--- src/rtl/dac_spi_tx.sv ---
// Dual-channel SPI serializer: frames {CTRL, sample} for left/right and shifts both out
// MSB-first in lockstep with a shared clk/2 SCLK and active-low SYNC.
module dac_spi_tx #(
  parameter logic [3:0]  CTRL       = 4'b0000,
  parameter int unsigned GAP_CYCLES = 2
) (
  input  logic        clk,
  input  logic        reset,
  input  logic        data_en,
  input  logic [11:0] data_left,
  input  logic [11:0] data_right,
  output logic        busy,
  output logic        frame_done,
  output logic        overrun,
  output logic        dac_sclk,
  output logic        dac_sync,
  output logic        dac_dina,
  output logic        dac_dinb
);

  typedef enum logic [1:0] {StIdle, StShift, StGap} state_e;

  localparam logic [3:0] GapLast = 4'(GAP_CYCLES - 1);

  state_e      state_q;
  logic [15:0] shift_a_q;
  logic [15:0] shift_b_q;
  logic [3:0]  bit_idx_q;
  logic        phase_lo_q;
  logic [3:0]  gap_cnt_q;

  always_ff @(posedge clk) begin
    if (reset) begin
      state_q    <= StIdle;
      shift_a_q  <= '0;
      shift_b_q  <= '0;
      bit_idx_q  <= '0;
      phase_lo_q <= 1'b0;
      gap_cnt_q  <= '0;
      busy       <= 1'b0;
      frame_done <= 1'b0;
      overrun    <= 1'b0;
      dac_sclk   <= 1'b1;
      dac_sync   <= 1'b1;
      dac_dina   <= 1'b0;
      dac_dinb   <= 1'b0;
    end else begin
      overrun <= data_en && (state_q != StIdle);
      unique case (state_q)
        StIdle: begin
          if (data_en) begin
            shift_a_q  <= {CTRL, data_left};
            shift_b_q  <= {CTRL, data_right};
            bit_idx_q  <= 4'd15;
            phase_lo_q <= 1'b0;
            state_q    <= StShift;
            busy       <= 1'b1;
            dac_sync   <= 1'b0;
            dac_sclk   <= 1'b1;
            dac_dina   <= CTRL[3];
            dac_dinb   <= CTRL[3];
          end
        end
        StShift: begin
          if (!phase_lo_q) begin
            // Data lines hold so they are stable across the falling edge.
            phase_lo_q <= 1'b1;
            dac_sclk   <= 1'b0;
          end else begin
            shift_a_q  <= {shift_a_q[14:0], 1'b0};
            shift_b_q  <= {shift_b_q[14:0], 1'b0};
            bit_idx_q  <= bit_idx_q - 4'd1;
            phase_lo_q <= 1'b0;
            dac_sclk   <= 1'b1;
            if (bit_idx_q == 4'd0) begin
              state_q    <= StGap;
              gap_cnt_q  <= GapLast;
              dac_sync   <= 1'b1;
              dac_dina   <= 1'b0;
              dac_dinb   <= 1'b0;
              frame_done <= (GAP_CYCLES == 1);
            end else begin
              dac_dina <= shift_a_q[14];
              dac_dinb <= shift_b_q[14];
            end
          end
        end
        StGap: begin
          if (gap_cnt_q == 4'd0) begin
            state_q    <= StIdle;
            busy       <= 1'b0;
            frame_done <= 1'b0;
          end else begin
            gap_cnt_q  <= gap_cnt_q - 4'd1;
            frame_done <= (gap_cnt_q == 4'd1);
          end
        end
        default: state_q <= StIdle;
      endcase
    end
  end

endmodule
--- config.mk ---
export PLATFORM = sky130hd
export DESIGN_NAME = dac_spi_tx
export DESIGN_NICKNAME = d
export VERILOG_FILES = /design/src/rtl/dac_spi_tx.sv
export SDC_FILE = /design/constraint.sdc
export NUM_CORES = 1
export LEC_CHECK = 0
export ABC_AREA = 1
export CORE_MARGIN = 2
export CORE_UTILIZATION = 57
export CTS_BUF_LIST = sky130_fd_sc_hd__clkbuf_16
export CTS_CLUSTER_DIAMETER = 120
export DETAILED_ROUTE_END_ITERATION = 8
export PLACE_DENSITY = 0.84
export SLEW_MARGIN = 20
export SYNTH_ARGS = -nofsm -noshare
export SYNTH_HDL_FRONTEND = slang
export SYNTH_SLANG_ARGS = --single-unit
--- constraint.sdc ---
create_clock -name clk -period 2.22 [get_ports clk]
set_input_delay 0.666 -clock clk [delete_from_list [all_inputs] [get_ports clk]]
set_output_delay 0.666 -clock clk [all_outputs]
set_load 0.005 [all_outputs]
==> metrics.csv, run 1 <==
metric,value,unit
clock tree root driver cell,clkbuf_16,
worst hold margin,445,ps
crit share post-route,80.7,%
multiplexer share of the synthesized area,0,%
Netlist cell types,21,
flip-flop and latch count after synthesis,48,
Adder-Cell Fraction of Synth Area,2.32,%
Reg2Reg Launch Point,state_q[0],
starting utilization of the core area,58.9,%
sink count of the clock tree,48,
outcome,"finished, final reports clean",
sequential fraction of the synthesis area,44.6,%
total gr overflow,0,
kind of start point of the critical path,register,
Final Slew Violations,0,
setup repair after global routing missed its margin,no,
Antenna Cells,0,
total routed wirelength,4500,um
number of vias in the routed layout,2029,
layout cells sized above 1,6.21,%
syn avg cell area,6.72,um^2
Pre-Repair DR Iteration Count,4,
total track usage,23.6,%
wire length of the first global-routing pass,7800,um
nets in the synthesized netlist,352,
Die X-Extent,65.5,um
final setup violation count,0,
maximum fanout count along the critical path,2,
cell leakage power,1.27,nW
simple-gate area share of the yosys netlist,36.5,%
required time of the worst setup path,1550,ps
most frequent cells in the layout,"nand2_1, nor2_1, dfxtp_1",
Critical Path Slowest Stage Cell,clkdlybuf4s50_1,
number of gates on the worst path with buffers counted,1,
count of H-tree levels built during CTS,2,
worst slew slack as a fraction of its limit,71.6,%
DR iter-0 viols,108,
Setup Buffers After CTS,0,
FF-to-FF End,dac_dinb,
classification of the worst-slack hold path,register to register,
Fillers,310,
Std-Cell Rows,22,
peak clock frequency supported by timing,0.558,GHz
setup slack of the most critical reg-to-reg path,770,ps
CP max stage delay,510,ps
measured slew at the worst slew-check pin,425,ps
post-cts hold buffer count,0,
category of the worst setup path capture point,primary output,
detailed placement HPWL,3080,um
final period demand of the worst path,1790,ps
vias per cell,5.05,
dominant combinational cell family by area after synthesis,simple AND/OR/NAND/NOR gates,
Final Hold Vio Count,0,
number of antenna violations at the first check in global routing,0,
die footprint,0.00429,mm^2
area of the core,0.00366,mm^2
"Non-Filler Cell Area, Final",0.00270,mm^2
complex-gate fraction of the synthesized area,9.05,%
"Largest delay share family, worst path",buffers and inverters,
total standard cell area after synthesis,0.00216,mm^2
insertion delay to the later sink of the worst-skew pair,280,ps
largest clock skew in the final design,2.71,ps
CTS tree,done,
number of instances in the synthesized netlist,321,
vias in the first global route,1827,
clock-pin slew of the registers on the worst-case setup and hold paths,60,ps
number of buffer and inverter instances along the worst setup path,1,
net total in the final layout,384,
final total negative setup slack,0,ps
VDD IR-drop max,504,uV
timing endpoint of the critical path,dac_dinb,
final worst-path setup slack,429,ps
cells resized by post-CTS repair,0,
power density over the cells,846,mW/mm^2
Worst Reg2Reg Path Length in Cells,5,
total number of yosys warnings,0,
Buffers on Ports,33,
count of nets left with antenna violations after detail routing,0,
Arrival @ worst endpoint,1120,ps
DRC Markers,0,
CP Launch Point,dac_dinb,
"most common cell after layout, fill and taps aside",nand2_1,
CTS buffer count,5,
PnR Total Power,2.28,mW
largest net degree at the start of global routing,36,
layout overhead on the synthesized area,25.1,%
worst slack at placement,233,ps
xor and xnor area share after synthesis,0.813,%
critical setup path kind,register to primary output,
Max Cap Violations,0,
cell-by-cell trace of the critical path,clkdlybuf4s50_1,
count of boundary I/O pins,34,
DIE HEIGHT,65.5,um
post-placement cell area,0.00253,mm^2
post-detailed-route wirelength per cell,11.2,um
maximum buffer depth of the clock tree,2,
last weighted congestion value of the routability-driven placer,0.828,
-- routing by layer --
| layer | global-route usage (%) | up-vias | routed length (um) |
|---|---|---|---|
| met5 | 0 | - | 0 |
| met4 | 9.38 | 0 | 76 |
| met3 | 5.82 | 5 | 158 |
| met2 | 40.7 | 39 | 2120 |
| met1 | 28.1 | 921 | 2150 |
| li1 | - | 1064 | - |
-- worst min path at each step --
| stage | cells past startpoint | startpoint | endpoint |
|---|---|---|---|
| after detailed placement | 2 | shift_a_q[12] | shift_a_q[12] |
| after global placement | 2 | shift_b_q[12] | shift_b_q[12] |
| after floorplan | 2 | shift_a_q[14] | shift_a_q[14] |
| after CTS | 2 | shift_b_q[12] | shift_b_q[12] |
| final | 2 | shift_b_q[14] | shift_b_q[14] |
| after global routing | 2 | shift_b_q[13] | shift_b_q[13] |
-- final cells by class --
| type | instances | area, um^2 | share of cell area [%] |
|---|---|---|---|
| multi-input combinational | 238 | 1050 | 38.9 |
| sequential | 48 | 961 | 35.6 |
| clock buffer | 5 | 125 | 4.64 |
| inverter | 22 | 82.6 | 3.06 |
| tap | 48 | 60.1 | 2.23 |
| timing repair buffer | 38 | 380 | 14.1 |
| clock inverter | 3 | 38.8 | 1.44 |
-- cell usage after synthesis --
cell	count	share of area, %
nor2_1	54	9.4
buf_4	1	0.35
xnor2_1	1	0.41
a21oi_1	8	1.9
nor3_1	2	0.46
o21ai_1	6	1.4
nor2_2	1	0.29
xor2_1	1	0.41
nand2_4	1	0.52
nand2_1	105	18
nor2_4	1	0.52
dfxtp_1	48	45
o21ai_0	25	5.8
buf_2	8	1.9
inv_1	19	3.3
ha_1	4	2.3
inv_2	3	0.52
nand3_1	24	5.6
clkbuf_1	4	0.70
nand2_2	4	1.2
nand4_1	1	0.29
-- registers in the layout, indices dropped and copies added (netlist names) --
signal,count
busy,1
gap_cnt_q,4
dac_dina,1
frame_done,1
shift_b_q,15
shift_a_q,15
dac_dinb,1
overrun,1
bit_idx_q,4
state_q,2
dac_sync,1
phase_lo_q,1
dac_sclk,1
-- worst reg2reg max path, cell delays in order (launching register included) --
cell     delay [ps]
dfxtp_1         430
nand2_2         170
inv_2           330
nand2_1         180
nand3_1         160
o21ai_1          70
-- stage by stage --
step                      instances  utilization (%)
after CTS                       402             73.7
after global placement          394             69.2
after global routing            402             73.7
after detailed placement        394             69.2
after floorplan                 321                -
final                           402             73.7
-- power breakdown --
group          internal, mW  leakage, nW  switching (mW)  total, mW
sequential            0.951        0.395          0.0495       1.00
combinational         0.183        0.788           0.268      0.451
clock                 0.525       0.0850           0.306      0.831
total                  1.66         1.27           0.624       2.28
-- cells by family after synthesis --
logic type	count (synthesis)
DFF	48
buffers and inverters	35
AOI/OAI and AO/OA	39
xor gates and xnor gates	2
adders and majority gates	4
and+or+nand+nor	193
Power figures use the tool's default switching activity.
==> run 2: changes to the inputs <==
--- a/config.mk
+++ b/config.mk
@@ -7,11 +7,11 @@
 export LEC_CHECK = 0
 export ABC_AREA = 1
 export CORE_MARGIN = 2
-export CORE_UTILIZATION = 57
+export CORE_UTILIZATION = 53
 export CTS_BUF_LIST = sky130_fd_sc_hd__clkbuf_16
 export CTS_CLUSTER_DIAMETER = 120
 export DETAILED_ROUTE_END_ITERATION = 8
-export PLACE_DENSITY = 0.84
+export PLACE_DENSITY = 0.79
 export SLEW_MARGIN = 20
 export SYNTH_ARGS = -nofsm -noshare
 export SYNTH_HDL_FRONTEND = slang
==> constraint.sdc (replaced) <==
create_clock -name clk -period 1.7 [get_ports clk]
set_input_delay 0.51 -clock clk [delete_from_list [all_inputs] [get_ports clk]]
set_output_delay 0.51 -clock clk [all_outputs]
set_load 0.005 [all_outputs]
==> metrics.csv, run 2 (synthesized netlist as in run 1, its figures left out) <==
metric,value,unit,change
most frequent cells in the layout,"nand2_1, nor2_1, dfxtp_1",,
end point of the worst hold path,shift_b_q[14],,
net total in the final layout,391,,+1.8%
vias in the first global route,1807,,-1.1%
kind of start point of the critical path,register,,
measured slew at the worst slew-check pin,341,ps,-84.2 ps
outcome,"finished, final reports clean",,
wire length of the first global-routing pass,7470,um,-4.2%
Max Cap Violations,0,,unchanged
CP max stage delay,500,ps,about the same
category of the worst setup path capture point,primary output,,
post-detailed-route wirelength per cell,10.7,um,-4.7%
required time of the worst setup path,1190,ps,-360 ps
Final Slew Violations,0,,unchanged
clock-pin slew of the registers on the worst-case setup and hold paths,60,ps,about the same
clock tree root driver cell,clkbuf_16,,
"most common cell after layout, fill and taps aside",nand2_1,,
insertion delay to the later sink of the worst-skew pair,280,ps,about the same
Arrival @ worst endpoint,1110,ps,about the same
DRC Markers,0,,unchanged
detailed placement HPWL,3140,um,+1.9%
count of nets left with antenna violations after detail routing,0,,unchanged
clock power share,32.2,%,-4.2 points
Die X-Extent,67.8,um,+3.5%
CTS buffer count,5,,unchanged
final period demand of the worst path,1620,ps,
critical setup path kind,register to primary output,,
setup repair after global routing missed its margin,no,,
Internal Dissipation,2.05,mW,+24%
Final Hold Vio Count,0,,unchanged
Worst Reg2Reg Path Length in Cells,7,,+2
number of antenna violations at the first check in global routing,0,,unchanged
biggest regs,"shift_a_q: 15 flops, shift_b_q: 15 flops",,
starting utilization of the core area,54.7,%,-4.2 points
final total negative setup slack,0,ps,unchanged
sink count of the clock tree,48,,unchanged
Setup Buffers After CTS,0,,unchanged
Reg2Reg Launch Point,state_q[0],,
largest net degree at the start of global routing,25,,-31%
total routed wirelength,4380,um,-2.5%
maximum fanout count along the critical path,2,,unchanged
power density over the cells,1040,mW/mm^2,+23%
Buffers on Ports,33,,unchanged
count of boundary I/O pins,34,,unchanged
cell leakage power,1.30,nW,+2.2%
cells resized by post-CTS repair,0,,unchanged
cell-by-cell trace of the critical path,clkdlybuf4s50_1,,
share of power burned in combinational logic,22.1,%,+2.3 points
setup slack of the most critical reg-to-reg path,340,ps,-430 ps
layout overhead on the synthesized area,27.0,%,
Std-Cell Rows,23,,+4.5%
total track usage,21.6,%,-2.0 points
layout cells sized above 1,7.48,%,+1.3 points
area of the core,0.00394,mm^2,+7.7%
switching pwr,0.808,mW,+30%
worst hold margin,445,ps,+0.172 ps
post-cts hold buffer count,0,,unchanged
final worst-path setup slack,79.4,ps,-350 ps
FF-to-FF End,shift_b_q[2],,
DIE HEIGHT,67.8,um,+3.5%
crit share post-route,95.3,%,
maximum buffer depth of the clock tree,2,,unchanged
portion of total power attributed to sequential cells,45.6,%,+1.8 points
die footprint,0.00459,mm^2,+7.1%
final setup violation count,0,,unchanged
number of vias in the routed layout,2038,,+0.44%
"Largest delay share family, worst path",buffers and inverters,,
Critical Path Slowest Stage Cell,clkdlybuf4s50_1,,
peak clock frequency supported by timing,0.617,GHz,
largest clock skew in the final design,3.21,ps,+0.497 ps
last weighted congestion value of the routability-driven placer,0.785,,-5.2%
VDD IR-drop max,776,uV,+54%
CTS tree,done,,
Antenna Cells,0,,unchanged
Pre-Repair DR Iteration Count,5,,+1
hold path startpoint,shift_b_q[14],,
vias per cell,4.96,,-1.8%
DR iter-0 viols,117,,+8.3%
worst slack at placement,-42.1,ps,-275 ps
switch share,28.3,%,+0.95 points
number of buffer and inverter instances along the worst setup path,1,,unchanged
worst slew slack as a fraction of its limit,77.2,%,+5.6 points
"Non-Filler Cell Area, Final",0.00274,mm^2,+1.5%
number of instances on the worst hold path,2,,unchanged
post-placement cell area,0.00260,mm^2,+2.7%
total gr overflow,0,,unchanged
count of H-tree levels built during CTS,2,,unchanged
end-of-flow core utilization,69.4,%,-4.2 points
classification of the worst-slack hold path,register to register,,
[run 2: cell types whose count changed in the layout (fill, tap and decap cells not counted), sizes merged]
cell    change
bufinv      -1
buf         +7
inv         +1
[run 2: power groups by stage]
| stage | combinational [mW] | sequential, mW | clock [mW] |
|---|---|---|---|
| 2_1_floorplan | 0.412 | 1.31 | 0 |
| 3_3_place_gp | 0.621 | 1.32 | 0 |
| 3_5_place_dp | 0.635 | 1.33 | 0 |
| 4_1_cts | 0.638 | 1.30 | 0.941 |
| 5_1_grt | 0.722 | 1.32 | 0.984 |
| 6_report | 0.632 | 1.30 | 0.921 |
[run 2: worst max path at each step]
| stage | startpoint | to | slack (ps) | cells after the start |
|---|---|---|---|---|
| after detailed placement | data_en | shift_b_q[8] | -40 | 7 |
| after global placement | data_en | bit_idx_q[2] | -30 | 6 |
| final | dac_sclk | dac_sclk | 80 | 1 |
| after CTS | frame_done | frame_done | 70 | 1 |
| after global routing | dac_dinb | dac_dinb | 40 | 1 |
| after floorplan | reset | shift_a_q[10] | 370 | 5 |
[run 2: layout make-up]
type | count | area [um^2]
sequential | 48 | 961
inverter | 22 | 82.6
multi-input combinational | 238 | 1050
timing repair buffer | 45 | 445
clock buffer | 5 | 125
clock inverter | 3 | 11.3
fill | 324 | 1200
tap | 50 | 62.6
[run 2: layer usage]
metal / routed length (um) / vias to the layer above / global-route usage, %
met1: 2060 / 915 / 26.7
met3: 171 / 7 / 5.67
met2: 2070 / 33 / 35.5
met5: 0 / - / 0
li1: - / 1083 / -
met4: 79 / 0 / 9.50
[run 2: through the flow]
step | total power [mW] | instances
2_1_floorplan | 1.73 | 321
3_5_place_dp | 1.96 | 403
6_report | 2.86 | 411
3_3_place_gp | 1.94 | 403
5_1_grt | 3.02 | 411
4_1_cts | 2.88 | 411
==> RTL edit 1: new RTL, settings of run 1 <==
Register the output `overrun` once more, without a reset; this adds one clock of latency there. The other outputs are not delayed to match.
--- a/src/rtl/dac_spi_tx.sv
+++ b/src/rtl/dac_spi_tx.sv
@@ -22,6 +22,8 @@
 
   localparam logic [3:0] GapLast = 4'(GAP_CYCLES - 1);
 
+  logic overrun_s0;
+
   state_e      state_q;
   logic [15:0] shift_a_q;
   logic [15:0] shift_b_q;
@@ -39,13 +41,13 @@
       gap_cnt_q  <= '0;
       busy       <= 1'b0;
       frame_done <= 1'b0;
-      overrun    <= 1'b0;
+      overrun_s0 <= 1'b0;
       dac_sclk   <= 1'b1;
       dac_sync   <= 1'b1;
       dac_dina   <= 1'b0;
       dac_dinb   <= 1'b0;
     end else begin
-      overrun <= data_en && (state_q != StIdle);
+      overrun_s0 <= data_en && (state_q != StIdle);
       unique case (state_q)
         StIdle: begin
           if (data_en) begin
@@ -100,4 +102,8 @@
     end
   end
 
+  always_ff @(posedge clk) begin
+    overrun <= overrun_s0;
+  end
+
 endmodule
Check against the original RTL: not equivalent (a bounded check fails within 4 cycles, from zero or initial values and one cycle with reset high).
==> RTL edit 1 against run 1 <==
- routed wire length grew 1.2%
- via count shrank 0.25%
- die area grew 0.87%
- combinational power shrank 2%
- cell area shrank 0.97%
- non-clock buffer count shrank 1
- count of clock-buffer cells in the layout is the same
- sequential cell count grew 1
- worst setup slack gained 0.0017 ns
- area after synthesis grew 0.93%
- clock power shrank 14%
- critical path depth is the same
- total power shrank 4.7%
==> RTL edit 1: results (changes against run 1) <==
outcome completed (unchanged); initial antenna violation count 0 (unchanged); maximum vdd drop 0.5217 mV (was 0.5036 mV); drt first pass iters 4 (unchanged); CTS Buf Count 5 (unchanged); Max FO, Critical Path 2 (unchanged); detailed placement HPWL 2.976 mm (was 3.081 mm); Post-Syn Nets 353 (was 352); final wirelength 4.551 mm (was 4.497 mm); Placed Area 2534 sq um (unchanged); post-CTS setup buffers 0 (unchanged); register area share after synthesis 0.4508 (was 0.4457); drt first-iter violations 149 (was 108); CTS root buffer clkbuf_16 (unchanged); layout cells sized above 1 0.05650 (was 0.06215); clock skew 0.003522 ns (was 0.002714 ns); largest net degree at the start of global routing 36 (unchanged); relative slew slack 0.7264 (was 0.7161); Synth area leaders dfxtp_1, nand2_1, nor2_1 (unchanged); hold depth 0 (was 2); reg2reg start state_q[1]$_SDFFE_PP0P_ (was state_q[0]$_SDFFE_PP0P_); CP delay by family, top buffers and inverters (unchanged); Mapped Avg Cell Area 6.757 sq um (was 6.716 sq um); worst flop-to-flop path endpoint bit_idx_q[2]$_SDFFE_PP0P_ (was dac_dinb$_SDFFE_PP0P_); Placer Congestion 0.8088 (was 0.8277); Worst-Skew Late Latency 0.28 ns (about the same); r2r setup slk 0.77 ns (about the same); largest registers shift_a_q x15, shift_b_q x15 (unchanged); Post-CTS Resized 0 (unchanged); Via density 5.035 (was 5.047); CTS H-Tree Depth 2 (unchanged); vias in the first global route 1908 (was 1827); asr flop ratio synth 0 (unchanged); ant diodes 0 (unchanged); CP max-delay cell clkdlybuf4s50_1 (unchanged); hold path startpoint overrun_s0$_SDFF_PP0_ (was shift_b_q[14]$_SDFFE_PP0P_); Filler cells 305 (was 310); reg2reg path depth 6 (was 5); Hold Path End overrun$_DFF_P_ (was shift_b_q[14]$_SDFFE_PP0P_); leakage 0.001250 uW (was 0.001268 uW); all-layer global routing usage 0.2319 (was 0.2362); Hold Crit Class register to register (unchanged); Cells after DPL 394 (unchanged); detailed-route via count 2024 (was 2029); crit path DAT 1.12 ns (about the same); clock slew at reported path FFs 0.06 ns (about the same); NumNets Final 384 (unchanged); Ys Warns 0 (unchanged); synth cell count leaders nand2_1, nor2_1, dfxtp_1 (unchanged); first-pass GRT wire length 7.679 mm (was 7.803 mm); library cells used by synthesis 21 (unchanged)
RTL edit 1: cell count changes after synthesis:
cell / before / now
dfxtp_1: 48 / 49
RTL edit 1: cell type report:
cell class / instances / area (sq um) / share of cell area
Clock buffer: 5 / 125.1 / 0.04684
Sequential cell: 49 / 980.9 / 0.3672
Inverter: 22 / 82.58 / 0.03091
Tap cell: 48 / 60.06 / 0.02248
Clock inverter: 3 / 12.51 / 0.004684
Multi-Input combinational cell: 238 / 1050 / 0.3930
Timing Repair Buffer: 37 / 360.3 / 0.1349
RTL edit 1: worst max-delay path by stage:
stage / startpoint / end / slack (ns) / depth (start not counted)
floorplan: reset / shift_a_q[10]$_SDFFE_PP0P_ / 0.73 / 5
global placement: data_en / bit_idx_q[2]$_SDFFE_PP0P_ / 0.20 / 6
detailed placement: data_en / bit_idx_q[2]$_SDFFE_PP0P_ / 0.16 / 6
CTS: frame_done$_SDFFE_PP0P_ / frame_done / 0.42 / 1
global route: data_en / bit_idx_q[2]$_SDFFE_PP0P_ / 0.32 / 6
finish: frame_done$_SDFFE_PP0P_ / frame_done / 0.43 / 1
RTL edit 1: routing by layer:
metal	share of wire	GRT usage	up-vias	wire length [um]
met2	0.49	0.4053	52	2229
li1	-	-	1064	-
met5	0	0	-	0
met1	0.46	0.2682	906	2100
met3	0.042	0.05622	2	191
met4	0.0066	0.09896	0	30
RTL edit 1: cells by family after synthesis:
| kind of cell | after synthesis | share of synthesized area |
|---|---|---|
| buffers and inverters | 35 | 0.06671 |
| AOI/OAI and AO/OA | 39 | 0.08971 |
| adders and majority gates | 4 | 0.02300 |
| xor gates and xnor gates | 2 | 0.008052 |
| and+or+nand+nor | 193 | 0.3617 |
| DFF | 49 | 0.4508 |
RTL edit 1: power by group:
group | internal, uW | total [uW] | switching [uW]
clock | 407 | 712 | 305
sequential | 970 | 1020 | 49.7
combinational | 177 | 443 | 266
total | 1550 | 2180 | 621
RTL edit 1: metrics by stage:
stage	power (uW)	hold WS (ns)	worst slack (ns)
final	2175	0.3291	0.4310
after floorplan	1342	0.3096	0.7313
after detailed placement	1474	0.3200	0.1607
after global placement	1467	0.3160	0.1973
after CTS	2186	0.3339	0.4183
after global routing	2289	0.3376	0.3212
==> RTL edit 2: new RTL, settings of run 1 <==
Without the edit above. Reset style: asynchronous (`reset`), changed in one clocked block.
--- a/src/rtl/dac_spi_tx.sv
+++ b/src/rtl/dac_spi_tx.sv
@@ -29,7 +29,7 @@
   logic        phase_lo_q;
   logic [3:0]  gap_cnt_q;
 
-  always_ff @(posedge clk) begin
+  always_ff @(posedge clk or posedge reset) begin
     if (reset) begin
       state_q    <= StIdle;
       shift_a_q  <= '0;
Behaviour: differs if reset is asserted again (counterexample within 4 cycles, from zero or initial values and one cycle with reset high); with reset held inactive, the same outputs for 10 cycles.
==> RTL edit 2 against run 1 <==
- cell area up 3.1%
- synthesized cell count decreased by 14%
- area after synthesis rose by 4.4%
- maximum frequency down 9.1%
- register-to-register slack improved by 0.07 ns
- largest cell class is now flip-flops and latches
- final cell count fell by 10%
- sequential cell count unchanged
- critical path depth unchanged
- routed wire length fell by 4.9%
- worst setup slack worse by 0.18 ns
- clock skew grew 0.0026 ns
Power is not compared: it rests on default switching activity, and its combinational part moved more than twofold at a synthesized area within 25%.
==> RTL edit 2: results (changes against run 1) <==
final cell count without fillers 360 (was 402); Hold Path End dac_sync$_DFFE_PP1P_ (was shift_b_q[14]$_SDFFE_PP0P_); library cells used by synthesis 22 (was 21); Cells after DPL 352 (was 394); Synth area leaders dfrtp_1, nand2_1, o21ai_0 (was dfxtp_1, nand2_1, nor2_1); met2 usage 0.3800 (was 0.4069); outcome completed (unchanged); asr flop ratio synth 1.000 (was 0); Filler cells 278 (was 310); fin crit period 1.971 ns (was 1.791 ns); Post-Synth XOR/XNOR Area 0.003891 (was 0.008125); hold path startpoint dac_sync$_DFFE_PP1P_ (was shift_b_q[14]$_SDFFE_PP0P_); Post-synth top flop dfrtp_1 (was dfxtp_1); Placed Area 2616 sq um (was 2534 sq um); drt first-iter violations 146 (was 108); vias in the first global route 1749 (was 1827); CP startpoint dac_sclk$_DFFE_PP1P_ (was dac_dinb$_SDFFE_PP0P_); Syn Inst Count 277 (was 321); Compound-Gate Fraction of Synth Area 0.1312 (was 0.09054); worst setup path end dac_sclk (was dac_dinb); met3 Use GR 0.05743 (was 0.05822); first-pass GRT wire length 7.265 mm (was 7.803 mm); CP max-delay cell dfstp_2 (was clkdlybuf4s50_1); relative slew slack 0.7520 (was 0.7161); Synth Area in Adders 0.02223 (was 0.02322); worst flop-to-flop path endpoint gap_cnt_q[0]$_DFFE_PP0P_ (was dac_dinb$_SDFFE_PP0P_); reg2reg start bit_idx_q[0]$_DFFE_PP0P_ (was state_q[0]$_SDFFE_PP0P_); all-layer global routing usage 0.2185 (was 0.2362); synth cell count leaders nand2_1, o21ai_0, dfrtp_1 (was nand2_1, nor2_1, dfxtp_1); crit path DAT 1.30 ns (was 1.12 ns); largest net degree at the start of global routing 49 (was 36); detailed placement HPWL 2.983 mm (was 3.081 mm); Via density 4.983 (was 5.047); met1 Use GR 0.2674 (was 0.2814); Post-Place Worst Slack 0.2660 ns (was 0.2334 ns); routed wl met2 2.053 mm (was 2.115 mm); final wirelength 4.277 mm (was 4.497 mm); Worst path max stage delay 0.53 ns (was 0.51 ns); hold_ws 0.4825 ns (was 0.4450 ns); register area share after synthesis 0.5347 (was 0.4457); layout cells sized above 1 0.06410 (was 0.06215); CP delay by family, top flip-flops (was buffers and inverters); reg2reg path depth 8 (was 5); Post-Syn Nets 308 (was 352); NumNets Final 342 (was 384)
## RTL edit 2: cell count changes after synthesis, moves of 2 or more
cell     delta
a21oi_1     -7
buf_2       -6
buf_6       +3
dfrtp_1    +46
dfstp_2     +2
dfxtp_1    -48
inv_1      +25
inv_2       -3
nand2_1    -22
nand2_2     -2
nand3_1    -14
nor2_1     -42
o21ai_0    +22
o22ai_1     +4
## RTL edit 2: kinds of logic after synthesis
logic type / Yosys count
AO/OA/AOI/OAI: 58
buffers and inverters: 56
flip-flops: 48
AND/OR/NAND/NOR: 110
XOR/XNOR: 1
adder cells (fa/ha/maj): 4
## RTL edit 2: cell type report
cell class / count / area share
clock buffers: 5 / 0.04500
clock inverters: 3 / 0.01395
inverters: 45 / 0.06166
multi-input cells: 173 / 0.2880
flip-flops and latches: 48 / 0.4329
well taps: 48 / 0.02160
repair buffers: 38 / 0.1368
